### src/rtl/regdump_pkg.sv
// rtl/regdump_pkg.sv - shared types and constants for the register-file dump engine
package regdump_pkg;

  localparam int REGDUMP_IDX_W = 5;

  typedef enum logic [2:0] {
    IDLE = 3'd0,
    LOAD = 3'd1,
    SEND = 3'd2,
    CSUM = 3'd3,
    DONE = 3'd4
  } regdump_state_t;

endpackage

### src/rtl/regfile_dump.sv
// rtl/regfile_dump.sv - walks the register file read port and streams every register out; REGDUMP_CHECKSUM_EN adds a trailing XOR checksum beat
module regfile_dump
  import regdump_pkg::*;
#(
  parameter int NREGS = 32,
  parameter int DW    = 64
) (
  input  logic                     clk,
  input  logic                     rst_n,
  input  logic                     start,
  input  logic                     wr_busy,
  output logic [REGDUMP_IDX_W-1:0] ra,
  input  logic [DW-1:0]            rd,
  output logic                     out_valid,
  input  logic                     out_ready,
  output logic [DW-1:0]            out_data,
  output logic [REGDUMP_IDX_W-1:0] out_idx,
  output logic                     out_last,
  output logic                     busy,
  output logic                     done
);

  localparam logic [REGDUMP_IDX_W-1:0] LAST_IDX = REGDUMP_IDX_W'(NREGS - 1);

  regdump_state_t             r_state;
  logic [REGDUMP_IDX_W-1:0]   r_idx;
  logic [DW-1:0]              r_data;
  logic [REGDUMP_IDX_W-1:0]   r_out_idx;
  logic                       r_valid;
  logic                       r_last;
  logic                       r_busy;
  logic                       r_done;
`ifdef REGDUMP_CHECKSUM_EN
  logic [DW-1:0]              r_acc;
`endif

  // The walk index doubles as the read address, so ra simply holds outside LOAD.
  assign ra        = r_idx;
  assign out_valid = r_valid;
  assign out_data  = r_data;
  assign out_idx   = r_out_idx;
  assign out_last  = r_last;
  assign busy      = r_busy;
  assign done      = r_done;

  // Dump sequencer: capture in LOAD (only when the core is not writing), hold the beat in SEND.
  always_ff @(posedge clk or negedge rst_n) begin
    if (!rst_n) begin
      r_state   <= IDLE;
      r_idx     <= '0;
      r_data    <= '0;
      r_out_idx <= '0;
      r_valid   <= 1'b0;
      r_last    <= 1'b0;
      r_busy    <= 1'b0;
      r_done    <= 1'b0;
`ifdef REGDUMP_CHECKSUM_EN
      r_acc     <= '0;
`endif
    end else begin
      r_done <= 1'b0;
      case (r_state)
        IDLE: begin
          if (start) begin
            r_idx   <= '0;
            r_busy  <= 1'b1;
            r_last  <= 1'b0;
`ifdef REGDUMP_CHECKSUM_EN
            r_acc   <= '0;
`endif
            r_state <= LOAD;
          end
        end
        LOAD: begin
          // While the core writes, rd shows the bypassed write data, so wait it out.
          if (!wr_busy) begin
            r_data    <= rd;
            r_out_idx <= r_idx;
            r_valid   <= 1'b1;
`ifdef REGDUMP_CHECKSUM_EN
            r_last    <= 1'b0;
            r_acc     <= r_acc ^ rd;
`else
            r_last    <= (r_idx == LAST_IDX);
`endif
            r_state   <= SEND;
          end
        end
        SEND: begin
          if (out_ready) begin
            if (r_idx == LAST_IDX) begin
`ifdef REGDUMP_CHECKSUM_EN
              // Checksum beat follows immediately; valid stays high across the switch.
              r_data    <= r_acc;
              r_out_idx <= '0;
              r_last    <= 1'b1;
              r_state   <= CSUM;
`else
              r_valid   <= 1'b0;
              r_last    <= 1'b0;
              r_done    <= 1'b1;
              r_state   <= DONE;
`endif
            end else begin
              r_valid <= 1'b0;
              r_idx   <= r_idx + 1'b1;
              r_state <= LOAD;
            end
          end
        end
`ifdef REGDUMP_CHECKSUM_EN
        CSUM: begin
          if (out_ready) begin
            r_valid <= 1'b0;
            r_last  <= 1'b0;
            r_done  <= 1'b1;
            r_state <= DONE;
          end
        end
`endif
        DONE: begin
          r_busy  <= 1'b0;
          r_state <= IDLE;
        end
        default: begin
          r_state <= IDLE;
        end
      endcase
    end
  end

endmodule

### config.mk
export PLATFORM = sky130hd
export DESIGN_NAME = regfile_dump
export DESIGN_NICKNAME = d
export VERILOG_FILES = /design/src/rtl/regdump_pkg.sv /design/src/rtl/regfile_dump.sv
export SDC_FILE = /design/constraint.sdc
export NUM_CORES = 1
export LEC_CHECK = 0
export CORE_ASPECT_RATIO = 0.75
export CORE_MARGIN = 4
export CORE_UTILIZATION = 46
export CTS_BUF_LIST = sky130_fd_sc_hd__clkbuf_2 sky130_fd_sc_hd__clkbuf_4 sky130_fd_sc_hd__clkbuf_8
export DETAILED_ROUTE_END_ITERATION = 16
export GPL_ROUTABILITY_DRIVEN = 0
export PLACE_DENSITY = 0.88
export SYNTH_ARGS = -nofsm -noshare
export SYNTH_HDL_FRONTEND = slang
export SYNTH_SLANG_ARGS = --single-unit
### constraint.sdc
create_clock -name clk -period 2.85 [get_ports clk]
set_clock_uncertainty 0.15 [all_clocks]
set_input_delay 0.57 -clock clk [delete_from_list [all_inputs] [get_ports clk]]
set_output_delay 0.57 -clock clk [all_outputs]
set_load 0.01 [all_outputs]
==> impl_metrics.json, run 1 <==
{
  "run_status": "finished, final reports clean",
  "setup_crit_end": "ra[2]",
  "crit_start_category": "flop",
  "timing.critical_path.fanout_max": 6,
  "globalRouteTotalUtil_pct": 18.33,
  "via_count_of_the_first_global_routing_pass": 2408,
  "cts_root_buffer": "sky130_fd_sc_hd__clkbuf_8",
  "timing.slew.headroom_pct": 31.53,
  "async_reset_ff_share_pct": 100.0,
  "postSynthAreaPerCell_sq_um": 15.33,
  "die_x_microns": 105.3,
  "core_area_sq_mm": 0.006864,
  "timing.critical_path.slowest_stage_cell": "sky130_fd_sc_hd__clkdlybuf4s50_1",
  "worstReg2RegStart": "ra[0]",
  "setup_viol_count_final": 0,
  "detail_route.first_pass.iterations": 4,
  "regToRegEndpoint": "ra[4]",
  "sequential_share_of_the_synthesized_area_pct": 62.09,
  "via_count": 2259,
  "worstPathRequired_ns": 2.13,
  "synth_largest_area_cell": "sky130_fd_sc_hd__dfrtp_1",
  "cp_top_family": "buffers and inverters",
  "rsz0062_at_grt": "false",
  "ys_warn_count": 0,
  "ys_seq_elements": 81,
  "finish.net_count": 431,
  "timing.final.hold_violations": 0,
  "maxClockFrequency_ghz": 0.4853,
  "synth_top_cell_area_share_pct": 62.09,
  "kind_of_critical_path": "flop to output port",
  "post_cts_resize_count": 0,
  "min-delay-path-class": "primary input to async pin",
  "port_buffers": 146,
  "layoutNonFillerInstCount": 462,
  "postSynth.topFlopCell": "sky130_fd_sc_hd__dfrtp_1",
  "cts-buffers-inserted": 9,
  "layout-drive-gt1-share_pct": 24.45,
  "crit_path_end_kind": "output port",
  "grt_max_degree": 82,
  "final_max_slew_viol_count": 0,
  "number_of_sinks_driven_by_the_clock_tree": 81,
  "synth_top_cells_by_area": "sky130_fd_sc_hd__dfrtp_1, sky130_fd_sc_hd__mux2_2, sky130_fd_sc_hd__mux2_4",
  "final.setup.tns_ns": 0,
  "worstSkewPairLatency_ns": 0.33,
  "synth_enable_flop_cells": 0,
  "path_clk_slew_ns": 0.08,
  "post_synth_instance_area_sq_mm": 0.003264,
  "critical_path.startpoint": "ra[2]",
  "power.leakage_nw": 2.071,
  "crit_path_cell_trace": "clkdlybuf4s50_1",
  "tritoncts": "built",
  "ios": 147,
  "worst-r2r-setup-slack_ns": 0.82,
  "tightestPinTransition_ns": 1.027,
  "critical_path.max_stage_delay_ns": 0.57,
  "cts.repair_timing.setup_buffer_count": 0,
  "insertedDiodeCount": 0,
  "drt_wl_total_microns": 7770,
  "drc_errors": 0,
  "timing.max_cap.violations": 0,
  "period_minus_slack_ns": 2.060,
  "worstSetupPathDepth": 1,
  "antenna_found_initial": 0,
  "layout-area-overhead-vs-synth_pct": 51.90,
  "cp.arrival_ns": 1.34,
  "mappedNetlistNets": 284,
  "wl_per_cell_microns": 16.82,
  "chipHeight_microns": 80.96,
  "dieArea_sq_mm": 0.008522,
  "first_pass_grt_wire_length_microns": 12210,
  "placed_cells": 447,
  "reg2regPathDepth": 6,
  "fillers": 451,
  "yosysUniqueCellTypes": 32,
  "detailed_placer_s_ending_hpwl_microns": 5729,
  "floorplan.rows": 26,
  "clock_path_buffers": 2,
  "worst-path-buf-inv": 1,
  "drt_iter0_markers": 69,
  "timing.final.crit_share_pct": 72.29,
  "power.density_cell_area_mw_per_mm2": 1025,
  "fin_total_pwr_mw": 5.084,
  "synthCells": 213,
  "cts_htree_levels": 3,
  "vias_per_cell": 4.890,
  "drt.antenna.violating_nets": 0,
  "max-vdd-ir-drop_v": 0.0004977,
  "number_of_hold_buffers_added_after_cts": 0,
  "initial_utilization_pct": 47.56,
  "grt_overflow_total": 0
}
cells in the mapped netlist (2+ instances only):
| library cell | n |
|---|---|
| sky130_fd_sc_hd__clkbuf_1 | 3 |
| sky130_fd_sc_hd__buf_4 | 5 |
| sky130_fd_sc_hd__buf_6 | 2 |
| sky130_fd_sc_hd__nand4_1 | 3 |
| sky130_fd_sc_hd__nor3b_1 | 2 |
| sky130_fd_sc_hd__and3_1 | 2 |
| sky130_fd_sc_hd__dfrtp_1 | 81 |
| sky130_fd_sc_hd__nor2_1 | 4 |
| sky130_fd_sc_hd__ha_1 | 2 |
| sky130_fd_sc_hd__nand3_1 | 2 |
| sky130_fd_sc_hd__nor3_1 | 2 |
| sky130_fd_sc_hd__mux2_4 | 10 |
| sky130_fd_sc_hd__inv_1 | 7 |
| sky130_fd_sc_hd__buf_12 | 2 |
| sky130_fd_sc_hd__nor2b_1 | 2 |
| sky130_fd_sc_hd__a21oi_1 | 4 |
| sky130_fd_sc_hd__nand2_1 | 2 |
| sky130_fd_sc_hd__o21ai_0 | 6 |
| sky130_fd_sc_hd__mux2_2 | 59 |
area by class of cell:
| cell class | instances | area, sq um | share of cell area, % |
|---|---|---|---|
| sequential | 81 | 2027 | 40.88 |
| timing repair buffer | 148 | 1499 | 30.23 |
| multi-input combinational | 113 | 1100 | 22.18 |
| clock buffer | 9 | 123.9 | 2.498 |
| tap | 98 | 122.6 | 2.473 |
| clock inverter | 6 | 60.06 | 1.211 |
| inverter | 7 | 26.28 | 0.5299 |
worst min path at each step:
| stage | startpoint | endpoint | slack (ns) |
|---|---|---|---|
| global route | rst_n | out_data[43] | 0.33 |
| finish | rst_n | out_data[43] | 0.24 |
| detailed placement | out_data[51] | out_data[51] | 0.34 |
| CTS | rst_n | out_data[63] | 0.28 |
| global placement | out_data[61] | out_data[61] | 0.34 |
| floorplan | rst_n | busy | 0.12 |
logic make-up after synthesis:
family,synth area share (%)
flops,62.09
mux,24.95
simple gates,4.523
buf+inv,4.216
compound gates,3.450
fa+ha+maj,0.7665
layer usage:
metal | GRT usage (%) | vias up | routed length, microns | share of wire (%)
met5 | 0 | - | 0 | 0
met4 | 4.849 | 0 | 45 | 0.58
met3 | 6.434 | 6 | 551 | 7.1
met2 | 29.83 | 102 | 3718 | 48
met1 | 23.64 | 1110 | 3455 | 44
li1 | - | 1041 | - | -
cells in the final DEF (no fill, tap or decap):
cell type	synthesis	routed
sky130_fd_sc_hd__clkdlybuf4s50_1	0	145
sky130_fd_sc_hd__dfrtp_1	81	81
sky130_fd_sc_hd__mux2_2	59	59
sky130_fd_sc_hd__mux2_4	10	10
sky130_fd_sc_hd__clkbuf_8	0	9
sky130_fd_sc_hd__inv_1	7	7
sky130_fd_sc_hd__o21ai_0	6	6
sky130_fd_sc_hd__nor2_1	4	4
sky130_fd_sc_hd__a21oi_1	4	4
sky130_fd_sc_hd__nand4_1	3	3
sky130_fd_sc_hd__clkinv_2	0	3
sky130_fd_sc_hd__and3_1	2	2
sky130_fd_sc_hd__nand3_1	2	2
sky130_fd_sc_hd__nor3_1	2	2
sky130_fd_sc_hd__nor2b_1	2	2
sky130_fd_sc_hd__nor3b_1	2	2
sky130_fd_sc_hd__nand2_1	2	2
sky130_fd_sc_hd__ha_1	2	2
sky130_fd_sc_hd__clkinvlp_4	0	2
sky130_fd_sc_hd__buf_12	2	2
sky130_fd_sc_hd__nor3_4	1	1
sky130_fd_sc_hd__and2_4	1	1
sky130_fd_sc_hd__and3b_1	1	1
sky130_fd_sc_hd__o21a_1	1	1
sky130_fd_sc_hd__or3_1	1	1
sky130_fd_sc_hd__o2111ai_1	1	1
sky130_fd_sc_hd__o211ai_1	1	1
sky130_fd_sc_hd__o221ai_1	1	1
sky130_fd_sc_hd__a22o_1	1	1
sky130_fd_sc_hd__nand2b_1	1	1
sky130_fd_sc_hd__a31oi_1	1	1
sky130_fd_sc_hd__a2bb2oi_1	1	1
sky130_fd_sc_hd__o22ai_1	1	1
sky130_fd_sc_hd__bufinv_16	0	1
sky130_fd_sc_hd__buf_4	5	1
stage by stage:
| stage | hold slack, ns | worst slack (ns) | util (%) | area, sq um |
|---|---|---|---|---|
| after floorplan | 0.1244 | 0.9071 | - | 3264 |
| after global placement | 0.3393 | 0.5690 | 69.56 | 4775 |
| after detailed placement | 0.3440 | 0.5270 | 69.56 | 4775 |
| after CTS | 0.2806 | 0.7559 | 72.24 | 4959 |
| after global routing | 0.3269 | 0.7213 | 72.24 | 4959 |
| final | 0.2370 | 0.7896 | 72.24 | 4959 |
where the power goes:
group	internal [mW]	leakage, nW	switching (mW)	total (mW)
registers	1.66	0.981	0.304	1.96
logic	1.49	0.999	0.843	2.34
clock network	0.395	0.0909	0.391	0.786
total	3.55	2.07	1.54	5.08
registers in the layout, summed over array words and instances, names as in the netlist:
| register | flops |
|---|---|
| out_data | 64 |
| r_state | 3 |
| busy | 1 |
| out_valid | 1 |
| out_idx | 5 |
| done | 1 |
| ra | 5 |
| out_last | 1 |
Note: power is estimated with default switching activity, not from simulation.
==> inputs of run 2 (changes only) <==
--- a/config.mk
+++ b/config.mk
@@ -7,11 +7,11 @@
 export LEC_CHECK = 0
 export CORE_ASPECT_RATIO = 0.75
 export CORE_MARGIN = 4
-export CORE_UTILIZATION = 46
+export CORE_UTILIZATION = 43
 export CTS_BUF_LIST = sky130_fd_sc_hd__clkbuf_2 sky130_fd_sc_hd__clkbuf_4 sky130_fd_sc_hd__clkbuf_8
 export DETAILED_ROUTE_END_ITERATION = 16
 export GPL_ROUTABILITY_DRIVEN = 0
-export PLACE_DENSITY = 0.88
+export PLACE_DENSITY = 0.83
 export SYNTH_ARGS = -nofsm -noshare
 export SYNTH_HDL_FRONTEND = slang
 export SYNTH_SLANG_ARGS = --single-unit
==> constraint.sdc (replaced) <==
create_clock -name clk -period 2.05 [get_ports clk]
set_clock_uncertainty 0.15 [all_clocks]
set_input_delay 0.41 -clock clk [delete_from_list [all_inputs] [get_ports clk]]
set_output_delay 0.41 -clock clk [all_outputs]
set_load 0.01 [all_outputs]
==> impl_metrics.json, run 2 (synthesis results as in run 1) <==
{
  "run_status": "finished, final reports clean",
  "path_clk_slew_ns": 0.08,
  "fillers": 534,
  "power.leakage_nw": 2.149,
  "register_area_sq_mm": 0.002027,
  "timing.max_cap.violations": 0,
  "worstReg2RegStart": "ra[0]",
  "layoutNonFillerInstCount": 478,
  "clock_path_buffers": 2,
  "regToRegEndpoint": "ra[2]",
  "port_buffers": 146,
  "layout-drive-gt1-share_pct": 27.06,
  "drt_iter0_markers": 51,
  "dieArea_sq_mm": 0.009064,
  "vias_per_cell": 4.831,
  "chipHeight_microns": 83.46,
  "final_common_cell": "sky130_fd_sc_hd__clkdlybuf4s50_1",
  "timing.critical_path.fanout_max": 7,
  "mostFrequentLayoutCells": "sky130_fd_sc_hd__clkdlybuf4s50_1, sky130_fd_sc_hd__dfrtp_1, sky130_fd_sc_hd__mux2_2",
  "cts-buffers-inserted": 9,
  "timing.final.crit_share_pct": 95.45,
  "core_area_sq_mm": 0.007365,
  "detailed_placer_s_ending_hpwl_microns": 6284,
  "number_of_sinks_driven_by_the_clock_tree": 81,
  "via_count_of_the_first_global_routing_pass": 2445,
  "final_max_slew_viol_count": 0,
  "min-delay-path-class": "flop to flop",
  "drt_wl_total_microns": 8261,
  "power.density_cell_area_mw_per_mm2": 1415,
  "period_minus_slack_ns": 1.957,
  "crit_path_end_kind": "flop",
  "globalRouteTotalUtil_pct": 18.87,
  "drt.antenna.violating_nets": 0,
  "flip_flop_count_of_the_largest_register_after_layout": 64,
  "wl_per_cell_microns": 17.28,
  "tritoncts": "built",
  "via_count": 2309,
  "maxClockFrequency_ghz": 0.5110,
  "insertedDiodeCount": 0,
  "setup_viol_count_final": 0,
  "max-vdd-ir-drop_v": 0.0008221,
  "dpl-instance-area_sq_mm": 0.004893,
  "final.setup.worst_slack_ns": 0.09318,
  "holdPathStages": 1,
  "worstSkewPairLatency_ns": 0.34,
  "finish.net_count": 444,
  "timing.final.hold_violations": 0,
  "antenna_found_initial": 0,
  "tightestPinTransition_ns": 0.4396,
  "floorplan.rows": 27,
  "cp.arrival_ns": 2.04,
  "fin_util_pct": 69.11,
  "hold_path_end": "out_data[34]",
  "detail_route.first_pass.iterations": 4,
  "ios": 147,
  "placed_cells": 462,
  "worstPathRequired_ns": 2.13,
  "layout-area-overhead-vs-synth_pct": 55.92,
  "design_area_sq_mm": 0.005090,
  "grt_overflow_total": 0,
  "first_pass_grt_wire_length_microns": 13060,
  "multi_input_area_sq_mm": 0.001101,
  "rsz0062_at_grt": "false",
  "die_x_microns": 108.6,
  "cts_root_buffer": "sky130_fd_sc_hd__clkbuf_8",
  "cts_htree_levels": 3,
  "timing.slew.headroom_pct": 70.69,
  "pre_cts_ws_ns": -0.07789,
  "worst-r2r-setup-slack_ns": 0.09,
  "drc_errors": 0,
  "kind_of_critical_path": "flop to flop",
  "timing.hold.worst.start": "out_data[34]",
  "fin_total_pwr_mw": 7.204,
  "grt_max_degree": 82,
  "crit_start_category": "flop",
  "reg2regPathDepth": 6,
  "initial_utilization_pct": 44.33
}
run 2: metrics by stage:
stage | setup TNS (ns) | hold WS [ns]
6_report | 0 | 0.3568
3_3_place_gp | -0.1562 | 0.3192
4_1_cts | 0 | 0.3609
3_5_place_dp | -2.230 | 0.3257
2_1_floorplan | 0 | -0.03559
5_1_grt | 0 | 0.3730
run 2: critical path: stages, from the launching register on:
cell and delay (ns):
sky130_fd_sc_hd__dfrtp_1 0.42, sky130_fd_sc_hd__ha_1 0.20, sky130_fd_sc_hd__and3_1 0.15, sky130_fd_sc_hd__ha_1 0.19
sky130_fd_sc_hd__and3b_2 0.27, sky130_fd_sc_hd__o21a_1 0.23, sky130_fd_sc_hd__a22o_1 0.22
run 2: layout make-up:
cell class,instances,area share (%)
Clock buffer,13,3.392
Timing Repair Buffer,161,31.91
Tap cell,101,2.483
Multi-Input combinational cell,113,21.63
Clock inverter,2,0.2458
Inverter,7,0.5162
Sequential cell,81,39.82
run 2: layer usage:
metal  global-route usage [%]  up-vias  routed length, microns
met3                    9.203       11                     914
met4                    5.734        0                     100
met5                        0        -                       0
met2                    30.06       96                    3852
met1                    22.50     1128                    3394
li1                         -     1074                       -
run 2: repair_timing:
action	4_1_cts	5_1_grt
endpoints found under the setup margin	0	3
buffers inserted	0	0
gates resized for setup	0	1
hold buffers	1	0
endpoints found under the hold margin	81	0
run 2: where the power goes:
group | internal [mW] | leakage (nW) | switching [mW]
sequential | 2.31 | 0.981 | 0.386
clock | 0.545 | 0.0949 | 0.542
combinational | 2.16 | 1.07 | 1.26
run 2: how the worst max path moves through the flow:
| stage | startpoint | endpoint | slack [ns] |
|---|---|---|---|
| 2_1_floorplan | ra[0] | ra[2] | 0.11 |
| 3_3_place_gp | wr_busy | out_data[37] | -0.02 |
| 3_5_place_dp | wr_busy | out_data[60] | -0.08 |
| 4_1_cts | ra[0] | ra[0] | 0.06 |
| 5_1_grt | ra[0] | ra[2] | 0.03 |
| 6_report | ra[0] | ra[2] | 0.09 |
